**src/rtl/lsu_pkg.sv**
```systemverilog
// Shared types and constants for the load/store sequencer: FSM states,
// i_data_type encodings, base byte masks and the misaligned-split rule.
package lsu_pkg;

  typedef enum logic [1:0] {
    IDLE = 2'b00,
    ACC0 = 2'b01,
    ACC1 = 2'b10,
    DONE = 2'b11
  } lsu_state_e;

  localparam logic [1:0] DT_WORD = 2'b00;
  localparam logic [1:0] DT_HALF = 2'b01;
  localparam logic [1:0] DT_BYTE = 2'b10;

  localparam logic [3:0] MASK_WORD = 4'b1111;
  localparam logic [3:0] MASK_HALF = 4'b0011;
  localparam logic [3:0] MASK_BYTE = 4'b0001;

  // Encoding 2'b11 is treated as a word everywhere.
  function automatic logic [3:0] base_mask(input logic [1:0] dtype);
    case (dtype)
      DT_BYTE: base_mask = MASK_BYTE;
      DT_HALF: base_mask = MASK_HALF;
      default: base_mask = MASK_WORD;
    endcase
  endfunction

  function automatic logic needs_split(input logic [1:0] dtype, input logic [1:0] offset);
    case (dtype)
      DT_BYTE: needs_split = 1'b0;
      DT_HALF: needs_split = (offset == 2'd3);
      default: needs_split = (offset != 2'd0);
    endcase
  endfunction

endpackage

```
**src/rtl/lsu_align.sv**
```systemverilog
// Combinational lane logic: byte masks, store-data shift and load-data
// merge/extend across the two words of a possibly misaligned access.
module lsu_align
  import lsu_pkg::*;
(
  input  logic [1:0]  dtype,
  input  logic [1:0]  offset,
  input  logic        is_unsigned,
  input  logic [31:0] wdata,
  input  logic [31:0] rdata0,
  input  logic [31:0] rdata1,
  output logic [7:0]  mask8,
  output logic [63:0] wdata64,
  output logic [31:0] ld_data
);

  logic [4:0]  shamt;
  logic [63:0] rdata64;

  assign shamt   = {offset, 3'b000};
  assign mask8   = {4'b0000, base_mask(dtype)} << offset;
  assign wdata64 = {32'b0, wdata} << shamt;
  assign rdata64 = {rdata1, rdata0} >> shamt;

  always_comb begin
    ld_data = rdata64[31:0];
    case (dtype)
      DT_BYTE: ld_data = is_unsigned ? {24'b0, rdata64[7:0]}
                                     : {{24{rdata64[7]}}, rdata64[7:0]};
      DT_HALF: ld_data = is_unsigned ? {16'b0, rdata64[15:0]}
                                     : {{16{rdata64[15]}}, rdata64[15:0]};
      default: ld_data = rdata64[31:0];
    endcase
  end

endmodule

```
**src/rtl/lsu_ctrl.sv**
```systemverilog
// Load/store sequencer FSM driving a single req/ack data-memory port.
// Optional ack timeout enabled with `define LSU_TIMEOUT_EN.
module lsu_ctrl
  import lsu_pkg::*;
#(
  parameter int ADDR_W      = 32,
  parameter int TIMEOUT_CYC = 255
) (
  input  logic              i_clk,
  input  logic              i_reset,
  input  logic              i_lsu_req,
  input  logic              i_lsu_wren,
  input  logic [ADDR_W-1:0] i_addr,
  input  logic [31:0]       i_wdata,
  input  logic [1:0]        i_data_type,
  input  logic              i_unsigned,
  output logic              o_stall,
  output logic              o_done,
  output logic [31:0]       o_ld_data,
  output logic              o_mem_req,
  output logic              o_mem_wren,
  output logic [ADDR_W-1:0] o_mem_addr,
  output logic [31:0]       o_mem_wdata,
  output logic [3:0]        o_mem_bmask,
  input  logic              i_mem_ack,
  input  logic [31:0]       i_mem_rdata,
  output logic              o_bus_err
);

  lsu_state_e        state_q, state_d;
  logic [ADDR_W-1:0] addr_q, addr_d;
  logic [31:0]       wdata_q, wdata_d;
  logic [1:0]        dtype_q, dtype_d;
  logic              uns_q, uns_d;
  logic              wren_q, wren_d;
  logic [31:0]       rdata0_q, rdata0_d;
  logic [31:0]       rdata1_q, rdata1_d;

  logic              in_acc;
  logic              timed_out;
  logic [ADDR_W-1:0] word_addr;
  logic [7:0]        mask8;
  logic [63:0]       wdata64;
  logic [31:0]       ld_data;

`ifdef LSU_TIMEOUT_EN
  logic [7:0] cnt_q, cnt_d;
  logic       err_q, err_d;
  assign timed_out = err_q;
`else
  logic timeout_unused;
  assign timeout_unused = (TIMEOUT_CYC == 0);
  assign timed_out      = 1'b0;
`endif

  lsu_align u_align (
    .dtype       (dtype_q),
    .offset      (addr_q[1:0]),
    .is_unsigned (uns_q),
    .wdata       (wdata_q),
    .rdata0      (rdata0_q),
    .rdata1      (rdata1_q),
    .mask8       (mask8),
    .wdata64     (wdata64),
    .ld_data     (ld_data)
  );

  always_comb begin
    state_d  = state_q;
    addr_d   = addr_q;
    wdata_d  = wdata_q;
    dtype_d  = dtype_q;
    uns_d    = uns_q;
    wren_d   = wren_q;
    rdata0_d = rdata0_q;
    rdata1_d = rdata1_q;
`ifdef LSU_TIMEOUT_EN
    cnt_d    = cnt_q;
    err_d    = err_q;
`endif
    case (state_q)
      IDLE: begin
        if (i_lsu_req) begin
          addr_d   = i_addr;
          wdata_d  = i_wdata;
          dtype_d  = i_data_type;
          uns_d    = i_unsigned;
          wren_d   = i_lsu_wren;
          rdata0_d = '0;
          rdata1_d = '0;
          state_d  = ACC0;
`ifdef LSU_TIMEOUT_EN
          err_d    = 1'b0;
`endif
        end
      end
      ACC0: begin
        if (i_mem_ack) begin
          rdata0_d = i_mem_rdata;
          state_d  = needs_split(dtype_q, addr_q[1:0]) ? ACC1 : DONE;
        end
      end
      ACC1: begin
        if (i_mem_ack) begin
          rdata1_d = i_mem_rdata;
          state_d  = DONE;
        end
      end
      default: state_d = IDLE;
    endcase
`ifdef LSU_TIMEOUT_EN
    // Abandon the whole access once the ack wait hits the limit.
    if ((state_q == ACC0 || state_q == ACC1) && !i_mem_ack) begin
      if (cnt_q == 8'(TIMEOUT_CYC - 1)) begin
        cnt_d   = '0;
        err_d   = 1'b1;
        state_d = DONE;
      end else begin
        cnt_d = cnt_q + 8'd1;
      end
    end else begin
      cnt_d = '0;
    end
`endif
  end

  always_ff @(posedge i_clk or posedge i_reset) begin
    if (i_reset) begin
      state_q  <= IDLE;
      addr_q   <= '0;
      wdata_q  <= '0;
      dtype_q  <= '0;
      uns_q    <= 1'b0;
      wren_q   <= 1'b0;
      rdata0_q <= '0;
      rdata1_q <= '0;
`ifdef LSU_TIMEOUT_EN
      cnt_q    <= '0;
      err_q    <= 1'b0;
`endif
    end else begin
      state_q  <= state_d;
      addr_q   <= addr_d;
      wdata_q  <= wdata_d;
      dtype_q  <= dtype_d;
      uns_q    <= uns_d;
      wren_q   <= wren_d;
      rdata0_q <= rdata0_d;
      rdata1_q <= rdata1_d;
`ifdef LSU_TIMEOUT_EN
      cnt_q    <= cnt_d;
      err_q    <= err_d;
`endif
    end
  end

  // Memory-side outputs are decoded from the state flop so reset drops them at once.
  assign in_acc      = (state_q == ACC0) || (state_q == ACC1);
  assign word_addr   = {addr_q[ADDR_W-1:2], 2'b00};
  assign o_mem_req   = in_acc;
  assign o_mem_wren  = in_acc && wren_q;
  assign o_mem_addr  = (state_q == ACC0) ? word_addr :
                       (state_q == ACC1) ? word_addr + ADDR_W'(4) : '0;
  assign o_mem_bmask = (state_q == ACC0) ? mask8[3:0] :
                       (state_q == ACC1) ? mask8[7:4] : 4'b0000;
  assign o_mem_wdata = !o_mem_wren        ? 32'b0 :
                       (state_q == ACC0)  ? wdata64[31:0] : wdata64[63:32];

  assign o_stall     = ((state_q == IDLE) && i_lsu_req) || in_acc;
  assign o_done      = (state_q == DONE);
  assign o_ld_data   = (o_done && !wren_q && !timed_out) ? ld_data : 32'b0;
  assign o_bus_err   = o_done && timed_out;

endmodule

```
**config.mk**
```make
export PLATFORM = sky130hd
export DESIGN_NAME = lsu_ctrl
export DESIGN_NICKNAME = d
export VERILOG_FILES = /design/src/rtl/lsu_pkg.sv /design/src/rtl/lsu_align.sv /design/src/rtl/lsu_ctrl.sv
export SDC_FILE = /design/constraint.sdc
export NUM_CORES = 1
export LEC_CHECK = 0
export BUFFER_PORTS_ARGS = -buffer_cell sky130_fd_sc_hd__buf_2
export CORE_MARGIN = 2
export CORE_UTILIZATION = 58
export DETAILED_ROUTE_END_ITERATION = 8
export GPL_TIMING_DRIVEN = 0
export PLACE_DENSITY_LB_ADDON = 0.1
export REMOVE_ABC_BUFFERS = 1
export SYNTH_ARGS = -nofsm -noshare
export SYNTH_HDL_FRONTEND = slang
export SYNTH_SLANG_ARGS = --single-unit
```
**constraint.sdc**
```tcl
create_clock -name i_clk -period 7.4 [get_ports i_clk]
set_clock_uncertainty 0.2 [all_clocks]
set_input_delay 0.74 -clock i_clk [delete_from_list [all_inputs] [get_ports i_clk]]
set_output_delay 0.74 -clock i_clk [all_outputs]
set_load 0.01 [all_outputs]
```
==> out/metrics.cfg, run 1 <==
[global_route]
grt.overflow.total = 0
grt_pass1_wl_microns = 33600
grt_max_degree = 75
antenna_found_initial = 1
first_global_vias = 6737
grtUsageTotal = 0.297

[logic_synthesis]
yosysSeqAreaShare = 0.410
synth_top_area_frac = 0.410
synth_cells = 758
yosysTopAreaCell = dfrtp_1
synthFlopType = dfrtp_1
synth_edf_count = 0
ys_async_sr_fraction = 1.00
syn_area_sq_um = 7680
synth_cell_types = 53
synth_area_leaders = dfrtp_1 41%, mux2_2 15%, a22o_1 6.7%, mux2i_1 5.3%, nor2_1 2.8%
syn_avg_cell_area_sq_um = 10.1
yosys_register_bits = 126
yosysWarnings = 0

[worst_setup_path]
cp_data_required_time_ns = 6.46
arrival_ns = 3.93
cp_top_family = simple AND/OR/NAND/NOR gates
r2r-start = state_q[1]
crit_fanout = 32
reg2reg_depth = 6
start_kind = flip-flop
reg2reg_slack_ns = 4.14
rr_endpoint = rdata0_q[30]
crit_chain = inv_1, ha_1, nand2b_1, nor2_1, a2bb2oi_1, nor2_1, buf_2
crit_slowest_cell = ha_1
crit_type = reg2out
crit_buf_inv = 2
cp-end-kind = output port
cp_common_cell = nor2_1
slowest_delay_ns = 0.95

[clock_tree]
htree_levels = 4
post_cts_buffers = 0
cts_made_buffers = 17
hold_buffers = 0
clk_latency_ns = 0.42
cts-root-buf = clkbuf_16
clock_sinks = 126
clk_pin_slew_ns = 0.06
post_cts_resized = 0
clockBufferDepth = 2
cts_tree = yes

[power_and_ir_drop]
netSwitchingFraction = 0.418
switchingPower_mw = 1.92
vdd_drop_max_v = 0.000208
p_leak_nw = 4.46
p_comb_frac = 0.490
power_frac_seq = 0.330
p_clk_frac = 0.181
powerDensity_nw_per_um2 = 492
p_int_mw = 2.67

[timing]
slew_headroom = 0.130
slew_viol_final = 0
worst_pin_slew_ns = 1.30
rsz0062_at_grt = false
period_share = 0.658
finalSetupViolations = 0
tns_ns = 0
hold_violations = 0
whs_ns = 0.189
timing.fmax_ghz = 0.205
period_minus_slack_ns = 4.87

[final_layout]
final_cells = 1112
final_nets = 1036
syn_to_final_growth_pct = 21.6
drive_above_1_share = 0.391

[floorplanning]
row_count = 42
core-area_sq_um = 13100
ioPinCount = 209
start_util = 0.587
die_h_microns = 119
die_x_microns = 119
die_area_sq_um = 14200

[hold_path]
hold_class = in2async

[placed_design]
port-buffer-count = 205
dp_hpwl_microns = 13900
place_inst = 1081
place.gp.congestion = 0.877

[routing]
routed_wl_microns = 21000
firstDrtPassIters = 5
wl_per_cell_microns = 18.9
drc = 0
drtIter0Drc = 603
drt.antenna.violating_nets = 0
viasPerCell = 6.17
vias = 6862

[status]
status = finished, final reports clean

[job]
cap_violations = 0

[cells by family after synthesis]
group	Yosys count	share of synthesized area
AOI/OAI and AO/OA	208	0.192
xor gates and xnor gates	8	0.00912
adders and majority gates	8	0.0130
buffers and inverters	77	0.0430
DFF	126	0.410
muxes	145	0.209
other	1	0.000488
and+or+nand+nor	185	0.123
[synthesized netlist by cell type (10+ instances only)]
master and n:
mux2_2 102, o21ai_0 36, nor2_1 58, nand2b_1 10
a21oi_1 38, or2_2 11, dfrtp_1 126, a22oi_1 16
mux2i_1 41, buf_1 17, clkbuf_1 34, nand2_1 47
a22o_1 59
[how the worst max path moves through the flow]
stage               cells past startpoint  slack, ns             end        from
global route                            7       2.34  o_mem_wdata[0]  state_q[1]
CTS                                     7       2.69  o_mem_wdata[0]  state_q[1]
finish                                  7       2.53  o_mem_wdata[0]  state_q[1]
floorplan                               1       3.10       addr_q[0]     i_reset
global placement                        2       1.71    rdata0_q[21]     i_reset
detailed placement                      7       3.14  o_mem_wdata[0]  state_q[1]
[metrics by stage]
step,power (mW),worst slack [ns],utilization,instance area (sq um)
2_1_floorplan,3.01,3.10,-,7400
3_3_place_gp,3.63,1.71,0.661,8650
3_5_place_dp,3.72,3.14,0.669,8760
4_1_cts,4.57,2.69,0.714,9340
5_1_grt,4.89,2.34,0.714,9340
6_report,4.59,2.53,0.714,9340
[power groups by stage]
stage / combinational (mW) / sequential, mW / clock (mW)
detailed placement: 2.22 / 1.50 / 0
floorplan: 1.62 / 1.40 / 0
global placement: 2.13 / 1.50 / 0
finish: 2.25 / 1.51 / 0.830
global route: 2.45 / 1.57 / 0.873
CTS: 2.24 / 1.50 / 0.836
[flip-flops by register name, indices dropped and copies added, names as in the netlist]
register,cells
addr_q,32
rdata0_q,32
wdata_q,32
rdata1_q,24
dtype_q,2
state_q,2
uns_q,1
wren_q,1
[layout by cell type, fill, tap and decap left out, drive strengths merged, types with 6 or more instances in the layout]
cell type	netlist	routed
a211oi	7	7
a21oi	38	38
a22o	59	59
a22oi	16	16
a2bb2oi	9	9
and2	8	8
buf	32	211
clkbuf	34	24
dfrtp	126	126
ha	8	8
inv	9	9
mux2	102	102
mux2i	41	41
nand2	47	47
nand2b	10	10
nand3	6	6
nand4	8	8
nor2	58	58
o211ai	9	9
o21a	8	8
o21ai	36	36
o22a	8	8
o31ai	6	6
or2	11	11
or3	8	8
or4	7	7
[layout make-up]
type	count	area (sq um)
clock inverter	6	82.6
sequential	126	3160
multi-input combinational	557	4220
timing repair buffer	211	1110
antenna	1	2.50
tap	176	220
inverter	11	46.3
clock buffer	24	502
fill	972	3740
[routing by layer]
| layer | GRT usage | share of wire | vias up | wire (microns) |
|---|---|---|---|---|
| li1 | - | - | 3126 | - |
| met1 | 0.377 | 0.40 | 3331 | 8430 |
| met2 | 0.489 | 0.49 | 352 | 10200 |
| met3 | 0.0766 | 0.084 | 53 | 1760 |
| met4 | 0.114 | 0.028 | 0 | 595 |
| met5 | 0 | 0 | - | 0 |
No activity file was read; power rests on OpenSTA's default activity.
==> run 2: changes to the inputs <==
--- a/config.mk
+++ b/config.mk
@@ -7,7 +7,7 @@
 export LEC_CHECK = 0
 export BUFFER_PORTS_ARGS = -buffer_cell sky130_fd_sc_hd__buf_2
 export CORE_MARGIN = 2
-export CORE_UTILIZATION = 58
+export CORE_UTILIZATION = 54
 export DETAILED_ROUTE_END_ITERATION = 8
 export GPL_TIMING_DRIVEN = 0
 export PLACE_DENSITY_LB_ADDON = 0.1
==> constraint.sdc (replaced) <==
create_clock -name i_clk -period 4.5 [get_ports i_clk]
set_clock_uncertainty 0.2 [all_clocks]
set_input_delay 0.45 -clock i_clk [delete_from_list [all_inputs] [get_ports i_clk]]
set_output_delay 0.45 -clock i_clk [all_outputs]
set_load 0.01 [all_outputs]
==> run 2 against run 1 <==
Against the previous run: cell count up 0.72%; first-iteration DRC count down 34%; clock power up 75%; core utilization down 3.7 points; sequential cell count unchanged; setup slack worse by 2.0 ns; global-route usage down 2.2 points; sequential share of layout area down 0.20 points; die area up 7.2%; final area up 0.60%; hold slack worse by 0.15 ns; sequential power up 64%; critical path type unchanged.
==> out/metrics.cfg, run 2 (synthesis results as in run 1) <==
[routing]
wl_per_cell_microns = 18.6
viasPerCell = 6.06
routed_wl_microns = 20800
drc = 0
top_layer_used = met5
met3_length_microns = 1510
drt.antenna.violating_nets = 0
drtIter0Drc = 397
firstDrtPassIters = 5
wl_met2_microns = 10100
vias = 6786
wl_met1_microns = 8830

[final_layout]
final_cells = 1120
postLayoutCoreUtil = 0.677
drive_above_1_share = 0.396
final_nets = 1038
syn_to_final_growth_pct = 22.4
mostFrequentLayoutCell = buf_2
largest_registers = addr_q: 32 flops, rdata0_q: 32 flops, wdata_q: 32 flops
final_cell_mix = 205 x buf_2, 124 x dfrtp_1, 102 x mux2_2

[status]
status = finished, final reports clean

[power_and_ir_drop]
powerDensity_nw_per_um2 = 811
p_leak_nw = 4.48
power_mw = 7.63
vdd_drop_max_v = 0.000393

[clock_tree]
post_cts_buffers = 0
clock_sinks = 126
cts_made_buffers = 17
cts_tree = yes
clockBufferDepth = 2
cts-root-buf = clkbuf_16
htree_levels = 4
clk_pin_slew_ns = 0.06
clk_latency_ns = 0.42

[worst_setup_path]
crit_fanout = 32
r2r-start = state_q[1]
crit_type = reg2out
cp-end-kind = output port
rr_endpoint = rdata0_q[13]
reg2reg_depth = 4
start_kind = flip-flop
cp_data_required_time_ns = 3.85
arrival_ns = 3.36
reg2reg_slack_ns = 1.74

[global_route]
grt_max_degree = 87
grt_pass1_wl_microns = 32300
first_global_vias = 6535
grtUsageTotal = 0.276
grt.overflow.total = 0
antenna_found_initial = 2

[timing]
worst_pin_slew_ns = 1.32
period_minus_slack_ns = 4.01
rsz0062_at_grt = false
slew_headroom = 0.122
timing.fmax_ghz = 0.249
hold_violations = 0
period_share = 0.891
tns_ns = 0
finalSetupViolations = 0
slew_viol_final = 0

[floorplanning]
die_x_microns = 123
row_count = 43
die_h_microns = 123
core-area_sq_um = 13900
ioPinCount = 209
die_area_sq_um = 15200
start_util = 0.553

[placed_design]
place_inst = 1086
place.gp.congestion = 0.843
dp_hpwl_microns = 14000
port-buffer-count = 205

[hold_path]
hold_end = rdata0_q[26]
holdPathStages = 2
hold_class = in2reg
hold_start = i_mem_rdata[26]

[job]
cap_violations = 0

## run 2: changes by cell type in the layout (fill, tap and decap cells not counted), moves of 2 or more
cell      change
clkbuf_1      -2
buf_4         +2
clkinv_2      -2
clkinv_4      +3
clkbuf_8      -4
inv_6         +5
## run 2: final cells by class
| type | instances | area [sq um] |
|---|---|---|
| antenna | 1 | 2.50 |
| clock buffer | 18 | 439 |
| clock inverter | 14 | 180 |
| fill | 1122 | 4480 |
| inverter | 11 | 46.3 |
| multi-input combinational | 557 | 4220 |
| sequential | 126 | 3160 |
| tap | 180 | 225 |
| timing repair buffer | 213 | 1130 |
## run 2: how the worst max path moves through the flow
stage | from | end | slack (ns) | cells past startpoint
final | state_q[1] | o_mem_wdata[4] | 0.49 | 7
after global placement | i_reset | rdata0_q[12] | -0.96 | 2
after detailed placement | state_q[1] | o_mem_wdata[6] | 0.53 | 7
after global routing | state_q[1] | o_mem_wdata[6] | 0.30 | 7
after floorplan | i_reset | addr_q[0] | 0.49 | 1
after CTS | state_q[1] | o_mem_wdata[6] | 0.09 | 7
## run 2: through the flow
step           hold WS [ns]  cell area (sq um)  setup slack, ns
2_1_floorplan         0.267               7400            0.494
6_report             0.0388               9400            0.489
3_5_place_dp          0.289               8770            0.528
3_3_place_gp          0.282               8650           -0.958
4_1_cts              0.0283               9400           0.0942
5_1_grt              0.0386               9400            0.298
## run 2: what timing repair did
action	CTS	global route
setup endpoints to repair	0	8
hold buffers	1	0
gates resized for setup	0	1
hold endpoints to repair	40	0
## run 2: report_power, final
group	internal (mW)	leakage, nW	switching (mW)
logic	1.81	2.61	1.89
clock network	0.895	0.298	0.551
registers	1.71	1.57	0.767
total	4.42	4.48	3.21
## run 2: critical path: stages (launching register included)
cell	delay [ns]
dfrtp_1	0.40
inv_1	0.09
ha_2	0.58
nand2b_1	0.59
nor2_1	0.75
a2bb2oi_1	0.18
nor2_1	0.17
buf_2	0.17
## run 2: layer usage
layer | track usage | up-vias
met5 | 0 | -
met4 | 0.111 | 2
met3 | 0.0696 | 38
met2 | 0.451 | 270
met1 | 0.350 | 3336
li1 | - | 3140
